## src/rtl/uart_pkg.sv

```systemverilog
// Shared UART-side definitions: parser state encoding, frame constants and small helpers.
package uart_pkg;

  typedef enum logic [1:0] {
    ST_IDLE = 2'd0,
    ST_ADDR = 2'd1,
    ST_DATA = 2'd2,
    ST_CHK  = 2'd3
  } state_e;

  localparam logic [7:0] SYNC_BYTE_DEFAULT = 8'hA5;
  localparam int         CLK_HZ            = 40_000_000;

  // Frame checksum: modulo-256 sum of address and data bytes.
  function automatic logic [7:0] frame_chk(input logic [7:0] addr, input logic [7:0] data);
    return addr + data;
  endfunction

  // 8-bit increment that sticks at all-ones.
  function automatic logic [7:0] sat_inc8(input logic [7:0] v);
    return (v == 8'hFF) ? 8'hFF : v + 8'd1;
  endfunction

endpackage

```

## src/rtl/uart_cmd_deframer.sv

```systemverilog
// Command frame parser fed by the UART receiver: pops bytes, parses SYNC/ADDR/DATA/CHK
// frames, strobes register writes and keeps good/bad frame counters.
module uart_cmd_deframer
  import uart_pkg::*;
#(
  parameter logic [7:0] SYNC_BYTE   = SYNC_BYTE_DEFAULT,
  parameter int         TIMEOUT_CYC = 40000,
  parameter int         TO_W        = 16
) (
  input  logic        clk,
  input  logic        reset,
  input  logic        enable,
  input  logic [7:0]  rx_data,
  input  logic        rx_empty,
  output logic        uld_rx_data,
  output logic        wr_en,
  output logic [7:0]  wr_addr,
  output logic [7:0]  wr_data,
  output logic        chk_err,
  output logic        to_err,
  output logic [15:0] good_cnt,
  output logic [7:0]  bad_cnt
);

  localparam logic [TO_W-1:0] TO_LAST = TO_W'(TIMEOUT_CYC - 1);

  state_e           state_q, state_d;
  logic             wait_empty_q, wait_empty_d;
  logic [TO_W-1:0]  to_cnt_q, to_cnt_d;
  logic [7:0]       byte_q, byte_d;
  logic             uld_q, uld_d;
  logic [7:0]       addr_q, addr_d;
  logic [7:0]       data_q, data_d;
  logic             wr_en_q, wr_en_d;
  logic [7:0]       wr_addr_q, wr_addr_d;
  logic [7:0]       wr_data_q, wr_data_d;
  logic             chk_err_q, chk_err_d;
  logic             to_err_q, to_err_d;
  logic [15:0]      good_q, good_d;
  logic [7:0]       bad_q, bad_d;
  logic             pop_s;

  // The receiver's rx_empty lags our pop by a cycle, so wait_empty blocks re-reading
  // the same byte until rx_empty has been seen high.
  assign pop_s = enable & ~rx_empty & ~wait_empty_q;

  // Next-state logic: pop handshake, frame FSM (byte handled the cycle after its pop),
  // inter-byte timeout and counters.
  always_comb begin
    state_d      = state_q;
    wait_empty_d = wait_empty_q;
    to_cnt_d     = to_cnt_q;
    byte_d       = byte_q;
    uld_d        = 1'b0;
    addr_d       = addr_q;
    data_d       = data_q;
    wr_en_d      = 1'b0;
    wr_addr_d    = wr_addr_q;
    wr_data_d    = wr_data_q;
    chk_err_d    = 1'b0;
    to_err_d     = 1'b0;
    good_d       = good_q;
    bad_d        = bad_q;

    if (!enable) begin
      state_d      = ST_IDLE;
      wait_empty_d = 1'b0;
      to_cnt_d     = '0;
    end else begin
      if (pop_s) begin
        uld_d        = 1'b1;
        byte_d       = rx_data;
        wait_empty_d = 1'b1;
      end else if (rx_empty) begin
        wait_empty_d = 1'b0;
      end else begin
        wait_empty_d = wait_empty_q;
      end

      case (state_q)
        ST_IDLE: begin
          to_cnt_d = '0;
          if (uld_q && (byte_q == SYNC_BYTE)) begin
            state_d = ST_ADDR;
          end else begin
            state_d = ST_IDLE;
          end
        end
        ST_ADDR, ST_DATA, ST_CHK: begin
          if (uld_q) begin
            case (state_q)
              ST_ADDR: begin
                addr_d  = byte_q;
                state_d = ST_DATA;
              end
              ST_DATA: begin
                data_d  = byte_q;
                state_d = ST_CHK;
              end
              ST_CHK: begin
                if (byte_q == frame_chk(addr_q, data_q)) begin
                  wr_en_d   = 1'b1;
                  wr_addr_d = addr_q;
                  wr_data_d = data_q;
                  good_d    = good_q + 16'd1;
                end else begin
                  chk_err_d = 1'b1;
                  bad_d     = sat_inc8(bad_q);
                end
                state_d = ST_IDLE;
              end
              default: state_d = ST_IDLE;
            endcase
          end
          // A pop in the same cycle as expiry keeps the frame alive.
          if (pop_s) begin
            to_cnt_d = '0;
          end else if (!uld_q && (to_cnt_q == TO_LAST)) begin
            to_err_d = 1'b1;
            bad_d    = sat_inc8(bad_q);
            state_d  = ST_IDLE;
            to_cnt_d = '0;
          end else begin
            to_cnt_d = to_cnt_q + TO_W'(1);
          end
        end
        default: state_d = ST_IDLE;
      endcase
    end
  end

  // State and output registers with synchronous reset.
  always_ff @(posedge clk) begin
    if (reset) begin
      state_q      <= ST_IDLE;
      wait_empty_q <= 1'b0;
      to_cnt_q     <= '0;
      byte_q       <= 8'h00;
      uld_q        <= 1'b0;
      addr_q       <= 8'h00;
      data_q       <= 8'h00;
      wr_en_q      <= 1'b0;
      wr_addr_q    <= 8'h00;
      wr_data_q    <= 8'h00;
      chk_err_q    <= 1'b0;
      to_err_q     <= 1'b0;
      good_q       <= 16'h0000;
      bad_q        <= 8'h00;
    end else begin
      state_q      <= state_d;
      wait_empty_q <= wait_empty_d;
      to_cnt_q     <= to_cnt_d;
      byte_q       <= byte_d;
      uld_q        <= uld_d;
      addr_q       <= addr_d;
      data_q       <= data_d;
      wr_en_q      <= wr_en_d;
      wr_addr_q    <= wr_addr_d;
      wr_data_q    <= wr_data_d;
      chk_err_q    <= chk_err_d;
      to_err_q     <= to_err_d;
      good_q       <= good_d;
      bad_q        <= bad_d;
    end
  end

  assign uld_rx_data = uld_q;
  assign wr_en       = wr_en_q;
  assign wr_addr     = wr_addr_q;
  assign wr_data     = wr_data_q;
  assign chk_err     = chk_err_q;
  assign to_err      = to_err_q;
  assign good_cnt    = good_q;
  assign bad_cnt     = bad_q;

endmodule

```

## config.mk

```make
export PLATFORM = sky130hd
export DESIGN_NAME = uart_cmd_deframer
export DESIGN_NICKNAME = d
export VERILOG_FILES = /design/src/rtl/uart_pkg.sv /design/src/rtl/uart_cmd_deframer.sv
export SDC_FILE = /design/constraint.sdc
export NUM_CORES = 1
export LEC_CHECK = 0
export CORE_UTILIZATION = 38
export DETAILED_ROUTE_END_ITERATION = 6
export PLACE_DENSITY = 0.64
export SETUP_SLACK_MARGIN = 0.3
export SLEW_MARGIN = 10
export SYNTH_ARGS = -nofsm -noshare
export SYNTH_HDL_FRONTEND = slang
export SYNTH_SLANG_ARGS = --single-unit
```

## constraint.sdc

```tcl
create_clock -name clk -period 4.4 [get_ports clk]
set_clock_uncertainty 0.15 [all_clocks]
set_input_delay 1.32 -clock clk [delete_from_list [all_inputs] [get_ports clk]]
set_output_delay 1.32 -clock clk [all_outputs]
set_load 0.01 [all_outputs]
```

* Word level (Yosys, flattened, before mapping) *
Cells that the tools add are included.

word-level totals
  register bits = 87
  input port bits = 12
  output and inout port bits = 44
  word-level logic and storage cells = 68

operators by class
  add/subtract/negate cells = 4
  eq/ne operators = 7
  multiplexer cells = 21
  bitwise operators = 8
  reductions and logical operators = 14

operators with widths
  operator                 count
  $mux W8                  6
  $add A16 B1 Y16 const B  2
  $mux W16                 2
  $pmux W16 S2             1
  $eq A16 B16 Y1 const B   1
  $eq A8 B8 Y1 const B     2
  $add A8 B1 Y8 const B    1
  $add A8 B8 Y8            1
  $eq A8 B8 Y1             1
  $pmux W2 S2              2
  $reduce_and A4 Y1        2
  $mux W1                  7
  $mux W2                  3
  $not A1 Y1               6
  $reduce_and A5 Y1        1
  $reduce_or A5 Y1         1
  $eq A2 B2 Y1 const B     2
  $reduce_and A2 Y1        2
  $reduce_or A4 Y1         1
  $reduce_or A3 Y1         1
  $and A1 B1 Y1            2
  $eq A2 B1 Y1 const B     1
  $logic_and A1 B1 Y1      2
  $logic_not A2 Y1         1
  other kinds (3)          3

* Logic depth before layout (Yosys ltp) *
Gate-level depths: netlist of run 1.

  word-level depth = 7
  depth in mapped cells = 11
  mapped depth without buffers = 10

* Worst setup path before layout of run 1 *
OpenSTA, ideal clock, no wires.

  path kind = input to register
  from = in enable
  to = reg wr_addr_q[0], in the netlist wr_addr[0]
  setup time = 0.128 ns
  arrival = 2.871 ns
  data required time = 4.122 ns
  setup slack = 1.252 ns
  stages on the path = 7
  buffers on the path = 3
  cell sequence = clkbuf_1 -> nand4b_1 -> nor4_1 -> buf_2 -> buf_2 -> mux2i_1 -> nor2_1

on the way
  longest elaborated chain between the ends = 1

RTL lines
  what                         line                      text
  start: declaration           uart_cmd_deframer.sv:12   input logic enable,
  $reduce_and A5 Y1 (no line)  n/a
  end signal: assignment       uart_cmd_deframer.sv:158  wr_addr_q <= wr_addr_d;
  end: declaration             uart_cmd_deframer.sv:35   logic [7:0] wr_addr_q, wr_addr_d;

Every way passes these cells.
A chain may end at the register's enable or synchronous reset.

* Worst setup path in the final report of run 1 *
  from = reg addr_q[0]
  to = reg good_q[11], in the netlist good_cnt[11]

on the way
  longest elaborated chain between the ends = 3

RTL lines
  what                         line                      text
  start: declaration           uart_cmd_deframer.sv:32   logic [7:0] addr_q, addr_d;
  start signal: assignment     uart_cmd_deframer.sv:155  addr_q <= addr_d;
  $add A8 B8 Y8                uart_pkg.sv:16            return addr + data;
  $eq A8 B8 Y1                 uart_cmd_deframer.sv:101  if (byte_q == frame_chk(addr_q, data_q)) begin
  $reduce_and A5 Y1 (no line)  n/a
  end signal: assignment       uart_cmd_deframer.sv:162  good_q <= good_d;
  end: declaration             uart_cmd_deframer.sv:39   logic [15:0] good_q, good_d;

Every way passes these cells.

==> impl_metrics.prom, run 1 <==
# TYPE chip_impl_metric gauge
chip_impl_metric{name="power.ir.vdd_worst",unit="mV"} 0.1378
chip_impl_metric{name="cts_buffer_depth",unit=""} 2
chip_impl_metric{name="die_height",unit="um"} 103.3
chip_impl_metric{name="avgSynthCellArea",unit="sq um"} 9.067
chip_impl_metric{name="multiInputGateArea",unit="sq um"} 2077
chip_impl_metric{name="synth_compound_area_share",unit="%"} 11.49
chip_impl_metric{name="routed-via-count",unit=""} 3134
chip_impl_metric{name="num-fill-cells",unit=""} 939
chip_impl_metric{name="detail_route.iter0.violations",unit=""} 65
chip_impl_metric{name="synth-async-reset-ratio",unit="%"} 0
chip_impl_metric{name="design_power_total",unit="mW"} 1.401
chip_impl_info{name="synth_flop_cell",value="sky130_fd_sc_hd__dfxtp_1"} 1
chip_impl_metric{name="final_max_slew_viol_count",unit=""} 0
chip_impl_info{name="setup_repair_after_global_routing_missed_its_margin",value="no"} 1
chip_impl_metric{name="min_period",unit="ns"} 3.386
chip_impl_metric{name="syn_nets",unit=""} 459
chip_impl_metric{name="slew-limit-headroom",unit="%"} 54.73
chip_impl_metric{name="cpPeakStageDelay",unit="ns"} 0.43
chip_impl_metric{name="grt_antenna_before_repair",unit=""} 0
chip_impl_metric{name="fmax",unit="MHz"} 295.3
chip_impl_metric{name="floorplan.die.width",unit="um"} 103.3
chip_impl_metric{name="seqCellArea",unit="sq um"} 1742
chip_impl_metric{name="yosys_register_bits",unit=""} 87
chip_impl_metric{name="grt_max_degree",unit=""} 67
chip_impl_metric{name="synth-seq-area-share",unit="%"} 44.67
chip_impl_metric{name="ios",unit=""} 56
chip_impl_metric{name="final-setup-viol-count",unit=""} 0
chip_impl_metric{name="remaining_global_route_overflow",unit=""} 0
chip_impl_metric{name="layout.nets",unit=""} 513
chip_impl_metric{name="yosys.area_share.xor_xnor",unit="%"} 6.290
chip_impl_info{name="path_cells",value="ha_1 -> fa_1 -> a211oi_1 -> o21bai_1 -> a211oi_1 -> o22ai_1 -> nor4_2 -> buf_4 -> nand4_1 -> or3_1 -> a21oi_1"} 1
chip_impl_metric{name="cts_hold_buf",unit=""} 0
chip_impl_info{name="worstSetupPathType",value="flop to flop"} 1
chip_impl_metric{name="netlist_area",unit="sq um"} 3899
chip_impl_metric{name="via_per_inst",unit=""} 5.047
chip_impl_metric{name="synth-edff-count",unit=""} 0
chip_impl_metric{name="worstMarginPinSlew",unit="ns"} 0.6791
chip_impl_metric{name="syn_to_final_growth",unit="%"} 22.69
chip_impl_metric{name="timing.critical_path.arrival",unit="ns"} 3.52
chip_impl_metric{name="pwr_density_cell",unit="nW/um^2"} 292.8
chip_impl_info{name="netlist_top_cells_count",value="sky130_fd_sc_hd__dfxtp_1, sky130_fd_sc_hd__nor2_1, sky130_fd_sc_hd__nand2_1"} 1
chip_impl_metric{name="worst_skew_pair.late_latency",unit="ns"} 0.35
chip_impl_metric{name="synth.distinct_cells",unit=""} 42
chip_impl_metric{name="placed_area",unit="sq um"} 4587
chip_impl_info{name="hp-class",value="flop to flop"} 1
chip_impl_metric{name="dpl_worst_slack",unit="ns"} 0.7307
chip_impl_metric{name="row_count",unit=""} 36
chip_impl_metric{name="post_drt_wl_per_cell",unit="um"} 12.93
chip_impl_info{name="cts_tree",value="yes"} 1
chip_impl_info{name="outcome",value="finished, final reports clean"} 1
chip_impl_metric{name="detail_route.wirelength",unit="um"} 8027
chip_impl_metric{name="synth_simple_gate_area_share",unit="%"} 21.21
chip_impl_metric{name="fin_tns_setup",unit="ns"} 0
chip_impl_metric{name="initial_core_util",unit="%"} 39.52
chip_impl_metric{name="yosys_warnings",unit=""} 0
chip_impl_metric{name="first_global_vias",unit=""} 2941
chip_impl_metric{name="drt.antenna.violating_nets",unit=""} 0
chip_impl_metric{name="antennaDiodeCount",unit=""} 0
chip_impl_metric{name="port_buffers",unit=""} 55
chip_impl_metric{name="gr-usage-all-layers",unit="%"} 16.40
chip_impl_metric{name="post_layout_nonfiller_instances",unit=""} 621
chip_impl_info{name="synth_top_family_by_area",value="simple AND/OR/NAND/NOR gates"} 1
chip_impl_metric{name="hold_viol_final",unit=""} 0
chip_impl_info{name="ctsRootBufferMaster",value="sky130_fd_sc_hd__clkbuf_8"} 1
chip_impl_metric{name="cts-buffers-inserted",unit=""} 9
chip_impl_metric{name="r2r_setup_slack",unit="ns"} 1.01
chip_impl_metric{name="fraction_of_post_synthesis_cell_area_in_the_top_cell_type_by_area",unit="%"} 44.67
chip_impl_metric{name="leakagePower",unit="nW"} 1.834
chip_impl_info{name="synth.top_cells.by_area",value="sky130_fd_sc_hd__dfxtp_1, sky130_fd_sc_hd__mux2i_1, sky130_fd_sc_hd__nor2_1, sky130_fd_sc_hd__ha_1, sky130_fd_sc_hd__a21oi_1"} 1
chip_impl_metric{name="detailedRoute.firstPassIterationCount",unit=""} 4
chip_impl_metric{name="post_route_fraction_of_the_period_consumed_by_the_critical_path",unit="%"} 76.96
chip_impl_metric{name="timing.critical_path.fanout_max",unit=""} 11
chip_impl_metric{name="post_cts.resized_instances",unit=""} 0
chip_impl_metric{name="core-area",unit="sq um"} 9864
chip_impl_metric{name="cts_htree_levels",unit=""} 3
chip_impl_metric{name="clock-sinks",unit=""} 87
chip_impl_metric{name="cts.reportedPaths.clkPinSlew",unit="ns"} 0.09
chip_impl_info{name="timing.critical_path.slowest_stage_cell",value="sky130_fd_sc_hd__or3_1"} 1
chip_impl_metric{name="worst_setup_slack_after_layout",unit="ns"} 1.014
chip_impl_metric{name="post_synth_inst_count",unit=""} 430
chip_impl_metric{name="final_core_utilization",unit="%"} 48.49
chip_impl_info{name="critical-path-top-cell-by-count",value="sky130_fd_sc_hd__a211oi_1"} 1
chip_impl_metric{name="cts_setup_buffers",unit=""} 0
chip_impl_metric{name="floorplan.die_area",unit="sq um"} 10670
chip_impl_info{name="synth_top_cell_by_area",value="sky130_fd_sc_hd__dfxtp_1"} 1
chip_impl_metric{name="final_design_area_no_fill",unit="sq um"} 4783
chip_impl_metric{name="routabilityCongestion",unit=""} 0.8355
chip_impl_metric{name="dp.final_hpwl",unit="um"} 5714
chip_impl_metric{name="worstPathRequired",unit="ns"} 4.53
chip_impl_metric{name="route.detailed.drc",unit=""} 0
chip_impl_info{name="startpoint_type_of_the_worst_setup_path",value="flop"} 1
chip_impl_info{name="post-synth-top-count-cell",value="sky130_fd_sc_hd__dfxtp_1"} 1
chip_impl_metric{name="dp_cells",unit=""} 606
chip_impl_metric{name="post_route_cells_drive_above_1_share",unit="%"} 4.918
chip_impl_metric{name="fraction_of_synthesized_area_in_multiplexers",unit="%"} 8.472
chip_impl_metric{name="synth_adder_area_share",unit="%"} 5.648
chip_impl_metric{name="drv_cap",unit=""} 0
chip_impl_info{name="endpoint_kind",value="flop"} 1
chip_impl_metric{name="wire_length_of_the_first_global_routing_pass",unit="um"} 13570
chip_impl_metric{name="hold_ws",unit="ns"} 0.3127
[report_power, final]
part	switching (mW)	internal, mW	total, mW
Clock	0.270	0.288	0.558
Sequential	0.00734	0.791	0.798
Combinational	0.0249	0.0201	0.0450
[routing by layer]
layer	share of wire, %	wire length, um	global-route usage (%)
met4	1.5	121	7.042
met1	51	4095	21.95
met2	44	3528	25.85
met3	3.5	282	3.159
met5	0	0	0
[path summary, 6_finish.rpt]
check                               start  cells after the start                         to
hold / removal    wr_addr[7]$_SDFFE_PP0P_                      2    wr_addr[7]$_SDFFE_PP0P_
hold reg to reg   wr_addr[7]$_SDFFE_PP0P_                      2    wr_addr[7]$_SDFFE_PP0P_
setup / recovery   addr_q[0]$_SDFFE_PP0P_                     11  good_cnt[11]$_SDFFE_PP0P_
setup reg to reg   addr_q[0]$_SDFFE_PP0P_                     11  good_cnt[11]$_SDFFE_PP0P_
[cell type report]
cell class	instances	area share [%]
Multi-Input combinational cell	321	43.42
Sequential cell	87	36.41
Timing Repair Buffer	60	12.19
Tap cell	133	3.479
Clock buffer	11	3.165
Clock inverter	4	0.9417
Inverter	5	0.3924
[worst max-delay path: cells and delay by family (launching register included)]
kind                       cells  cell delay, ns
buffers and inverters          1            0.20
adders and majority gates      2            0.65
DFF                            1            0.33
AOI/OAI and AO/OA              5            1.01
and+or+nand+nor                3            0.98
[placed cells by master, fill, tap and decap left out, types with 4 or more instances in the layout]
cell type	netlist	final
sky130_fd_sc_hd__a41o_1	5	5
sky130_fd_sc_hd__or3_1	13	13
sky130_fd_sc_hd__and3_1	11	11
sky130_fd_sc_hd__nand2_1	36	36
sky130_fd_sc_hd__dfxtp_1	87	87
sky130_fd_sc_hd__clkdlybuf4s50_1	0	54
sky130_fd_sc_hd__inv_1	5	5
sky130_fd_sc_hd__xnor2_1	12	12
sky130_fd_sc_hd__ha_1	16	16
sky130_fd_sc_hd__nand3_1	16	16
sky130_fd_sc_hd__and2_1	4	4
sky130_fd_sc_hd__mux2i_1	33	33
sky130_fd_sc_hd__xor2_1	16	16
sky130_fd_sc_hd__buf_4	0	5
sky130_fd_sc_hd__o21ai_0	15	15
sky130_fd_sc_hd__nand4_1	6	6
sky130_fd_sc_hd__a211oi_1	4	4
sky130_fd_sc_hd__nor2_1	64	64
sky130_fd_sc_hd__clkbuf_8	0	11
sky130_fd_sc_hd__nor3_1	5	5
sky130_fd_sc_hd__a21oi_1	30	30
[sequential cells by signal, indices dropped and copies added, names as in the netlist]
name and count:
to_err 1, chk_err 1, wr_data 8, data_q 8, to_cnt_q 16, state_q 2, wr_en 1, wr_addr 8
good_cnt 16, uld_rx_data 1, addr_q 8, byte_q 8, bad_cnt 8, wait_empty_q 1
[logic make-up (layout without fill, tap and decap cells)]
group / count (synthesis) / count (layout)
compound gates: 71 / 71
xor+xnor: 28 / 28
fa+ha+maj: 17 / 17
buf+inv: 22 / 80
flops: 87 / 87
mux: 33 / 33
simple gates: 172 / 172
No activity file was read; power rests on OpenSTA's default activity.
==> inputs of run 2 (changes only) <==
--- a/config.mk
+++ b/config.mk
@@ -7,7 +7,7 @@
 export LEC_CHECK = 0
 export CORE_UTILIZATION = 38
 export DETAILED_ROUTE_END_ITERATION = 6
-export PLACE_DENSITY = 0.64
+export PLACE_DENSITY = 0.66
 export SETUP_SLACK_MARGIN = 0.3
 export SLEW_MARGIN = 10
 export SYNTH_ARGS = -nofsm -noshare
==> constraint.sdc (replaced) <==
create_clock -name clk -period 2.8 [get_ports clk]
set_clock_uncertainty 0.15 [all_clocks]
set_input_delay 0.84 -clock clk [delete_from_list [all_inputs] [get_ports clk]]
set_output_delay 0.84 -clock clk [all_outputs]
set_load 0.01 [all_outputs]
==> impl_metrics.prom, run 2 (same netlist as run 1, synthesis figures left out) <==
# TYPE chip_impl_metric gauge
chip_impl_info{name="outcome",value="finished with violations"} 1
chip_impl_info{name="failed_checks",value="negative setup slack"} 1
chip_impl_metric{name="worst_setup_slack_after_layout",unit="ns"} -0.1985
chip_impl_metric{name="row_count",unit=""} 36
chip_impl_metric{name="dp.final_hpwl",unit="um"} 6287
chip_impl_metric{name="cts_buffer_depth",unit=""} 2
chip_impl_metric{name="drv_cap",unit=""} 0
chip_impl_metric{name="grt_max_degree",unit=""} 67
chip_impl_metric{name="drt.antenna.violating_nets",unit=""} 0
chip_impl_metric{name="min_period",unit="ns"} 2.999
chip_impl_metric{name="route.detailed.drc",unit=""} 0
chip_impl_metric{name="dpl_worst_slack",unit="ns"} -0.2661
chip_impl_metric{name="routabilityCongestion",unit=""} 0.8348
chip_impl_metric{name="timing.critical_path.arrival",unit="ns"} 3.13
chip_impl_metric{name="grt_antenna_before_repair",unit=""} 0
chip_impl_metric{name="port_buffers",unit=""} 55
chip_impl_info{name="cts_tree",value="yes"} 1
chip_impl_metric{name="cts-buffers-inserted",unit=""} 9
chip_impl_metric{name="fmax",unit="MHz"} 333.5
chip_impl_info{name="mostFrequentLayoutCells",value="sky130_fd_sc_hd__dfxtp_1, sky130_fd_sc_hd__nor2_1, sky130_fd_sc_hd__clkdlybuf4s50_1, sky130_fd_sc_hd__nand2_1, sky130_fd_sc_hd__buf_4"} 1
chip_impl_info{name="setup_repair_after_global_routing_missed_its_margin",value="yes"} 1
chip_impl_metric{name="worstPathRequired",unit="ns"} 2.93
chip_impl_metric{name="final_core_utilization",unit="%"} 53.64
chip_impl_metric{name="layout.nets",unit=""} 552
chip_impl_metric{name="placed_area",unit="sq um"} 4782
chip_impl_info{name="worstSetupPathType",value="flop to flop"} 1
chip_impl_info{name="hp-class",value="flop to flop"} 1
chip_impl_metric{name="hold_viol_final",unit=""} 0
chip_impl_metric{name="clock-sinks",unit=""} 87
chip_impl_metric{name="routed-via-count",unit=""} 3386
chip_impl_info{name="ctsRootBufferMaster",value="sky130_fd_sc_hd__clkbuf_8"} 1
chip_impl_metric{name="ios",unit=""} 56
chip_impl_metric{name="gr-usage-all-layers",unit="%"} 17.74
chip_impl_metric{name="leakagePower",unit="nW"} 2.043
chip_impl_metric{name="post_drt_wl_per_cell",unit="um"} 14.25
chip_impl_metric{name="final_design_area_no_fill",unit="sq um"} 5291
chip_impl_metric{name="fin_tns_setup",unit="ns"} -2.350
chip_impl_metric{name="core-area",unit="sq um"} 9864
chip_impl_metric{name="post_route_fraction_of_the_period_consumed_by_the_critical_path",unit="%"} 107.1
chip_impl_metric{name="timing.critical_path.fanout_max",unit=""} 4
chip_impl_metric{name="cts_htree_levels",unit=""} 3
chip_impl_metric{name="via_per_inst",unit=""} 5.130
chip_impl_metric{name="worstMarginPinSlew",unit="ns"} 0.6891
chip_impl_metric{name="slew-limit-headroom",unit="%"} 54.06
chip_impl_metric{name="first_global_vias",unit=""} 3145
chip_impl_metric{name="worst_skew_pair.late_latency",unit="ns"} 0.35
chip_impl_metric{name="remaining_global_route_overflow",unit=""} 0
chip_impl_metric{name="hold_ws",unit="ns"} 0.3158
chip_impl_metric{name="final-setup-viol-count",unit=""} 34
chip_impl_info{name="startpoint_type_of_the_worst_setup_path",value="flop"} 1
chip_impl_metric{name="antennaDiodeCount",unit=""} 0
chip_impl_metric{name="floorplan.die_area",unit="sq um"} 10670
chip_impl_metric{name="cts_hold_buf",unit=""} 0
chip_impl_metric{name="floorplan.die.width",unit="um"} 103.3
chip_impl_metric{name="syn_to_final_growth",unit="%"} 35.72
chip_impl_info{name="commonest_non_fill_non_tap_cell_in_the_layout",value="sky130_fd_sc_hd__dfxtp_1"} 1
chip_impl_metric{name="detailedRoute.firstPassIterationCount",unit=""} 4
chip_impl_metric{name="cts.reportedPaths.clkPinSlew",unit="ns"} 0.08
chip_impl_metric{name="post_route_cells_drive_above_1_share",unit="%"} 15.75
chip_impl_metric{name="num-fill-cells",unit=""} 879
chip_impl_metric{name="initial_core_util",unit="%"} 39.52
chip_impl_metric{name="pwr_density_cell",unit="nW/um^2"} 402.3
chip_impl_metric{name="die_height",unit="um"} 103.3
chip_impl_info{name="endpoint_kind",value="flop"} 1
chip_impl_metric{name="power.ir.vdd_worst",unit="mV"} 0.2440
chip_impl_metric{name="detail_route.iter0.violations",unit=""} 93
chip_impl_metric{name="detail_route.wirelength",unit="um"} 9403
chip_impl_metric{name="wire_length_of_the_first_global_routing_pass",unit="um"} 14660
chip_impl_metric{name="final_max_slew_viol_count",unit=""} 0
## run 2: cell types whose count changed in the layout (fill, tap and decap cells not counted), sizes merged
| cell | change |
|---|---|
| buf | +37 |
| clkinvlp | +2 |
| clkinv | -2 |
| bufinv | -1 |
| clkbuf | +3 |
## run 2: per-layer routing
layer	vias up	wire [um]	GRT usage [%]
met4	0	140	6.067
met3	12	357	3.763
met5	-	0	0
li1	1708	-	-
met2	70	4571	28.87
met1	1596	4334	23.39
## run 2: final timing paths
path | startpoint | end | slack (ns) | depth (start not counted)
setup reg to reg | data_q[0]$_SDFFE_PP0P_ | good_cnt[14]$_SDFFE_PP0P_ | -0.20 | 10
hold / removal | to_cnt_q[0]$_SDFF_PP0_ | to_cnt_q[0]$_SDFF_PP0_ | 0.32 | 1
setup / recovery | data_q[0]$_SDFFE_PP0P_ | good_cnt[14]$_SDFFE_PP0P_ | -0.20 | 10
hold reg to reg | to_cnt_q[0]$_SDFF_PP0_ | to_cnt_q[0]$_SDFF_PP0_ | 0.32 | 1
## run 2: timing repair
item | in CTS | in global routing
gates resized for setup | 27 | 16
setup buffers | 9 | 3
pin swaps | 21 | 14
endpoints found under the setup margin | 41 | 42
cloned | 2 | 2
## run 2: worst max-delay path, cell delays in order (launching register included)
cell and delay (ns):
sky130_fd_sc_hd__dfxtp_2 0.34, sky130_fd_sc_hd__ha_4 0.17, sky130_fd_sc_hd__fa_2 0.37, sky130_fd_sc_hd__a211oi_2 0.24
sky130_fd_sc_hd__nor2_1 0.10, sky130_fd_sc_hd__xnor2_1 0.15, sky130_fd_sc_hd__nand3_1 0.13, sky130_fd_sc_hd__or2_1 0.26
sky130_fd_sc_hd__or3_4 0.39, sky130_fd_sc_hd__or4_1 0.47, sky130_fd_sc_hd__a21oi_1 0.16
## run 2: cell type report
type | instances | area [sq um] | share of cell area [%]
flip-flops and latches | 87 | 1749 | 33.06
repair buffers | 99 | 945.9 | 17.88
clock buffers | 12 | 145.1 | 2.743
multi-input cells | 321 | 2246 | 42.44
inverters | 5 | 18.77 | 0.3547
clock inverters | 3 | 20.02 | 0.3783
well taps | 133 | 166.4 | 3.145
## run 2: report_power, final
group	switching (mW)	total (mW)	internal, mW
Sequential	0.00842	1.25	1.24
Combinational	0.0541	0.104	0.0501
Clock	0.433	0.774	0.341
## run 2: stage by stage
step	power [mW]	instances
after floorplan	1.323	430
after global placement	1.370	629
after detailed placement	1.372	629
after CTS	2.143	655
after global routing	2.208	660
final	2.129	660
==> inputs of run 3 (changes only) <==
--- a/config.mk
+++ b/config.mk
@@ -8,6 +8,7 @@
 export CORE_UTILIZATION = 38
 export DETAILED_ROUTE_END_ITERATION = 6
 export PLACE_DENSITY = 0.66
+export REMOVE_ABC_BUFFERS = 1
 export SETUP_SLACK_MARGIN = 0.3
 export SLEW_MARGIN = 10
 export SYNTH_ARGS = -nofsm -noshare
==> impl_metrics.prom, run 3 (same netlist as run 1, synthesis figures left out) <==
# TYPE chip_impl_metric gauge
chip_impl_metric{name="syn_to_final_growth",unit="%"} 34.47
chip_impl_metric{name="grt_max_degree",unit=""} 38
chip_impl_metric{name="seqCellArea",unit="sq um"} 1753
chip_impl_metric{name="post_route_cells_drive_above_1_share",unit="%"} 16.57
chip_impl_info{name="mostFrequentLayoutCells",value="sky130_fd_sc_hd__dfxtp_1, sky130_fd_sc_hd__nor2_1, sky130_fd_sc_hd__clkdlybuf4s50_1, sky130_fd_sc_hd__nand2_1, sky130_fd_sc_hd__mux2i_1"} 1
chip_impl_info{name="failed_checks",value="negative setup slack"} 1
chip_impl_metric{name="grtUsageMet2",unit="%"} 30.77
chip_impl_metric{name="route.detailed.drc",unit=""} 0
chip_impl_metric{name="drv_cap",unit=""} 0
chip_impl_info{name="worst_r2r_startpoint",value="addr_q[0]$_SDFFE_PP0P_"} 1
chip_impl_metric{name="cts_buffer_depth",unit=""} 2
chip_impl_metric{name="cts_htree_levels",unit=""} 3
chip_impl_metric{name="leakagePower",unit="nW"} 2.026
chip_impl_metric{name="worstMarginPinSlew",unit="ns"} 0.4336
chip_impl_metric{name="hold_viol_final",unit=""} 0
chip_impl_metric{name="worst_skew_pair.late_latency",unit="ns"} 0.36
chip_impl_metric{name="first_global_vias",unit=""} 3268
chip_impl_metric{name="num-fill-cells",unit=""} 889
chip_impl_metric{name="r2r_setup_slack",unit="ns"} -0.34
chip_impl_metric{name="multiInputGateArea",unit="sq um"} 2217
chip_impl_metric{name="cts.reportedPaths.clkPinSlew",unit="ns"} 0.09
chip_impl_metric{name="worst_setup_slack_after_layout",unit="ns"} -0.3399
chip_impl_metric{name="die_height",unit="um"} 103.3
chip_impl_info{name="ctsRootBufferMaster",value="sky130_fd_sc_hd__clkbuf_8"} 1
chip_impl_metric{name="critical_path.n_buffers_inverters",unit=""} 2
chip_impl_metric{name="port_buffers",unit=""} 55
chip_impl_metric{name="detailedRoute.firstPassIterationCount",unit=""} 4
chip_impl_info{name="timing.critical_path.slowest_stage_cell",value="sky130_fd_sc_hd__or3_4"} 1
chip_impl_metric{name="timing.hold.worst_path_depth",unit=""} 1
chip_impl_info{name="hold_end",value="to_cnt_q[0]$_SDFF_PP0_"} 1
chip_impl_metric{name="routabilityCongestion",unit=""} 0.8085
chip_impl_metric{name="post_drt_wl_per_cell",unit="um"} 13.48
chip_impl_info{name="setup_repair_after_global_routing_missed_its_margin",value="yes"} 1
chip_impl_metric{name="row_count",unit=""} 36
chip_impl_metric{name="reg2regPathDepth",unit=""} 12
chip_impl_metric{name="final_max_slew_viol_count",unit=""} 0
chip_impl_metric{name="detail_route.iter0.violations",unit=""} 72
chip_impl_metric{name="floorplan.die.width",unit="um"} 103.3
chip_impl_info{name="hp-class",value="flop to flop"} 1
chip_impl_metric{name="via_per_inst",unit=""} 5.190
chip_impl_info{name="outcome",value="finished with violations"} 1
chip_impl_metric{name="placed_area",unit="sq um"} 4775
chip_impl_metric{name="clock-sinks",unit=""} 87
chip_impl_metric{name="final_design_area_no_fill",unit="sq um"} 5243
chip_impl_metric{name="grt_antenna_before_repair",unit=""} 0
chip_impl_metric{name="initial_core_util",unit="%"} 39.52
chip_impl_metric{name="core-area",unit="sq um"} 9864
chip_impl_metric{name="detail_route.wirelength",unit="um"} 8868
chip_impl_info{name="worstSetupPathType",value="flop to flop"} 1
chip_impl_metric{name="remaining_global_route_overflow",unit=""} 0
chip_impl_info{name="worstReg2RegEnd",value="good_cnt[4]$_SDFFE_PP0P_"} 1
chip_impl_metric{name="dp.final_hpwl",unit="um"} 6090
chip_impl_metric{name="layout.nets",unit=""} 549
chip_impl_metric{name="pwr_density_cell",unit="nW/um^2"} 427.8
chip_impl_info{name="critical-path-top-cell-by-count",value="sky130_fd_sc_hd__xnor2_1"} 1
chip_impl_metric{name="ios",unit=""} 56
chip_impl_metric{name="timing.critical_path.fanout_max",unit=""} 5
chip_impl_metric{name="post_route_fraction_of_the_period_consumed_by_the_critical_path",unit="%"} 112.1
chip_impl_metric{name="grt_use_met3",unit="%"} 5.175
chip_impl_info{name="commonest_non_fill_non_tap_cell_in_the_layout",value="sky130_fd_sc_hd__dfxtp_1"} 1
chip_impl_info{name="worst_hold_startpoint",value="to_cnt_q[0]$_SDFF_PP0_"} 1
chip_impl_metric{name="power.ir.vdd_worst",unit="mV"} 0.3139
chip_impl_metric{name="final_core_utilization",unit="%"} 53.15
chip_impl_metric{name="cts-buffers-inserted",unit=""} 9
chip_impl_metric{name="fmax",unit="MHz"} 318.5
chip_impl_metric{name="antennaDiodeCount",unit=""} 0
chip_impl_metric{name="drt.antenna.violating_nets",unit=""} 0
chip_impl_metric{name="timing.critical_path.arrival",unit="ns"} 3.21
chip_impl_metric{name="gr-usage-all-layers",unit="%"} 17.72
chip_impl_metric{name="cts_hold_buf",unit=""} 0
chip_impl_metric{name="worstPathRequired",unit="ns"} 2.87
chip_impl_metric{name="final-setup-viol-count",unit=""} 23
chip_impl_info{name="path_cells",value="ha_4 -> fa_2 -> xnor2_1 -> xnor2_1 -> nor3_1 -> nand3_1 -> or2_1 -> or3_4 -> buf_6 -> buf_4 -> o21ai_0 -> a21oi_1"} 1
chip_impl_metric{name="floorplan.die_area",unit="sq um"} 10670
chip_impl_metric{name="use_met1",unit="%"} 20.72
chip_impl_info{name="cpLargestDelayFamily",value="simple AND/OR/NAND/NOR gates"} 1
chip_impl_info{name="grt.busiest_layer",value="met2"} 1
chip_impl_info{name="endpoint_kind",value="flop"} 1
chip_impl_metric{name="wire_length_of_the_first_global_routing_pass",unit="um"} 14720
chip_impl_metric{name="slew-limit-headroom",unit="%"} 70.69
chip_impl_info{name="cts_tree",value="yes"} 1
chip_impl_metric{name="routed-via-count",unit=""} 3415
chip_impl_info{name="startpoint_type_of_the_worst_setup_path",value="flop"} 1
chip_impl_metric{name="min_period",unit="ns"} 3.140
chip_impl_metric{name="cpPeakStageDelay",unit="ns"} 0.43
chip_impl_metric{name="design_power_total",unit="mW"} 2.243
[run 3: worst max path at each step]
stage / slack (ns) / from / depth (start not counted) / end
global placement: -0.36 / addr_q[0]$_SDFFE_PP0P_ / 10 / good_cnt[14]$_SDFFE_PP0P_
global route: -0.48 / addr_q[0]$_SDFFE_PP0P_ / 12 / good_cnt[4]$_SDFFE_PP0P_
floorplan: -2.87 / addr_q[0]$_SDFFE_PP0P_ / 10 / good_cnt[11]$_SDFFE_PP0P_
CTS: -0.26 / addr_q[0]$_SDFFE_PP0P_ / 13 / good_cnt[7]$_SDFFE_PP0P_
finish: -0.34 / addr_q[0]$_SDFFE_PP0P_ / 12 / good_cnt[4]$_SDFFE_PP0P_
detailed placement: -0.43 / addr_q[0]$_SDFFE_PP0P_ / 10 / good_cnt[14]$_SDFFE_PP0P_
[run 3: power breakdown]
| group | total (mW) | internal [mW] | switching [mW] |
|---|---|---|---|
| clock network | 0.887 | 0.420 | 0.468 |
| registers | 1.25 | 1.24 | 0.0107 |
| logic | 0.103 | 0.0502 | 0.0533 |
[run 3: through the flow]
step                worst slack [ns]  setup TNS [ns]  hold WS (ns)  cells
CTS                          -0.2630          -3.366        0.3231    656
global placement             -0.3565          -6.159        0.2915    631
finish                       -0.3399          -3.886        0.3194    658
floorplan                     -2.871          -69.57        0.2761    413
detailed placement           -0.4259          -7.528        0.3033    631
global route                 -0.4845          -9.158        0.3348    658
[run 3: worst register-to-register path, cell delays in order (launching register included)]
cell and delay (ns):
sky130_fd_sc_hd__dfxtp_4 0.36, sky130_fd_sc_hd__ha_4 0.16, sky130_fd_sc_hd__fa_2 0.37, sky130_fd_sc_hd__xnor2_1 0.21, sky130_fd_sc_hd__xnor2_1 0.09, sky130_fd_sc_hd__nor3_1 0.16, sky130_fd_sc_hd__nand3_1 0.19, sky130_fd_sc_hd__or2_1 0.29
sky130_fd_sc_hd__or3_4 0.43, sky130_fd_sc_hd__buf_6 0.13, sky130_fd_sc_hd__buf_4 0.12, sky130_fd_sc_hd__o21ai_0 0.21, sky130_fd_sc_hd__a21oi_1 0.13
[run 3: layout make-up]
cell class | instances | share of cell area [%]
multi-input combinational | 321 | 42.29
clock inverter | 7 | 1.504
inverter | 5 | 0.3580
tap | 133 | 3.174
sequential | 87 | 33.44
clock buffer | 9 | 2.363
timing repair buffer | 96 | 16.87
[run 3: what timing repair did]
| item | in CTS | in global routing |
|---|---|---|
| endpoints found under the setup margin | 41 | 44 |
| gates cloned | 2 | 0 |
| setup buffers | 7 | 2 |
| pin swaps | 30 | 10 |
| resized for setup | 30 | 19 |
[run 3: routing by layer]
| layer | up-vias | wire [um] | share of wire, % |
|---|---|---|---|
| met2 | 65 | 4401 | 50 |
| met3 | 10 | 380 | 4.3 |
| met4 | 0 | 92 | 1.0 |
| met5 | - | 0 | 0 |
| met1 | 1620 | 3993 | 45 |
| li1 | 1720 | - | - |
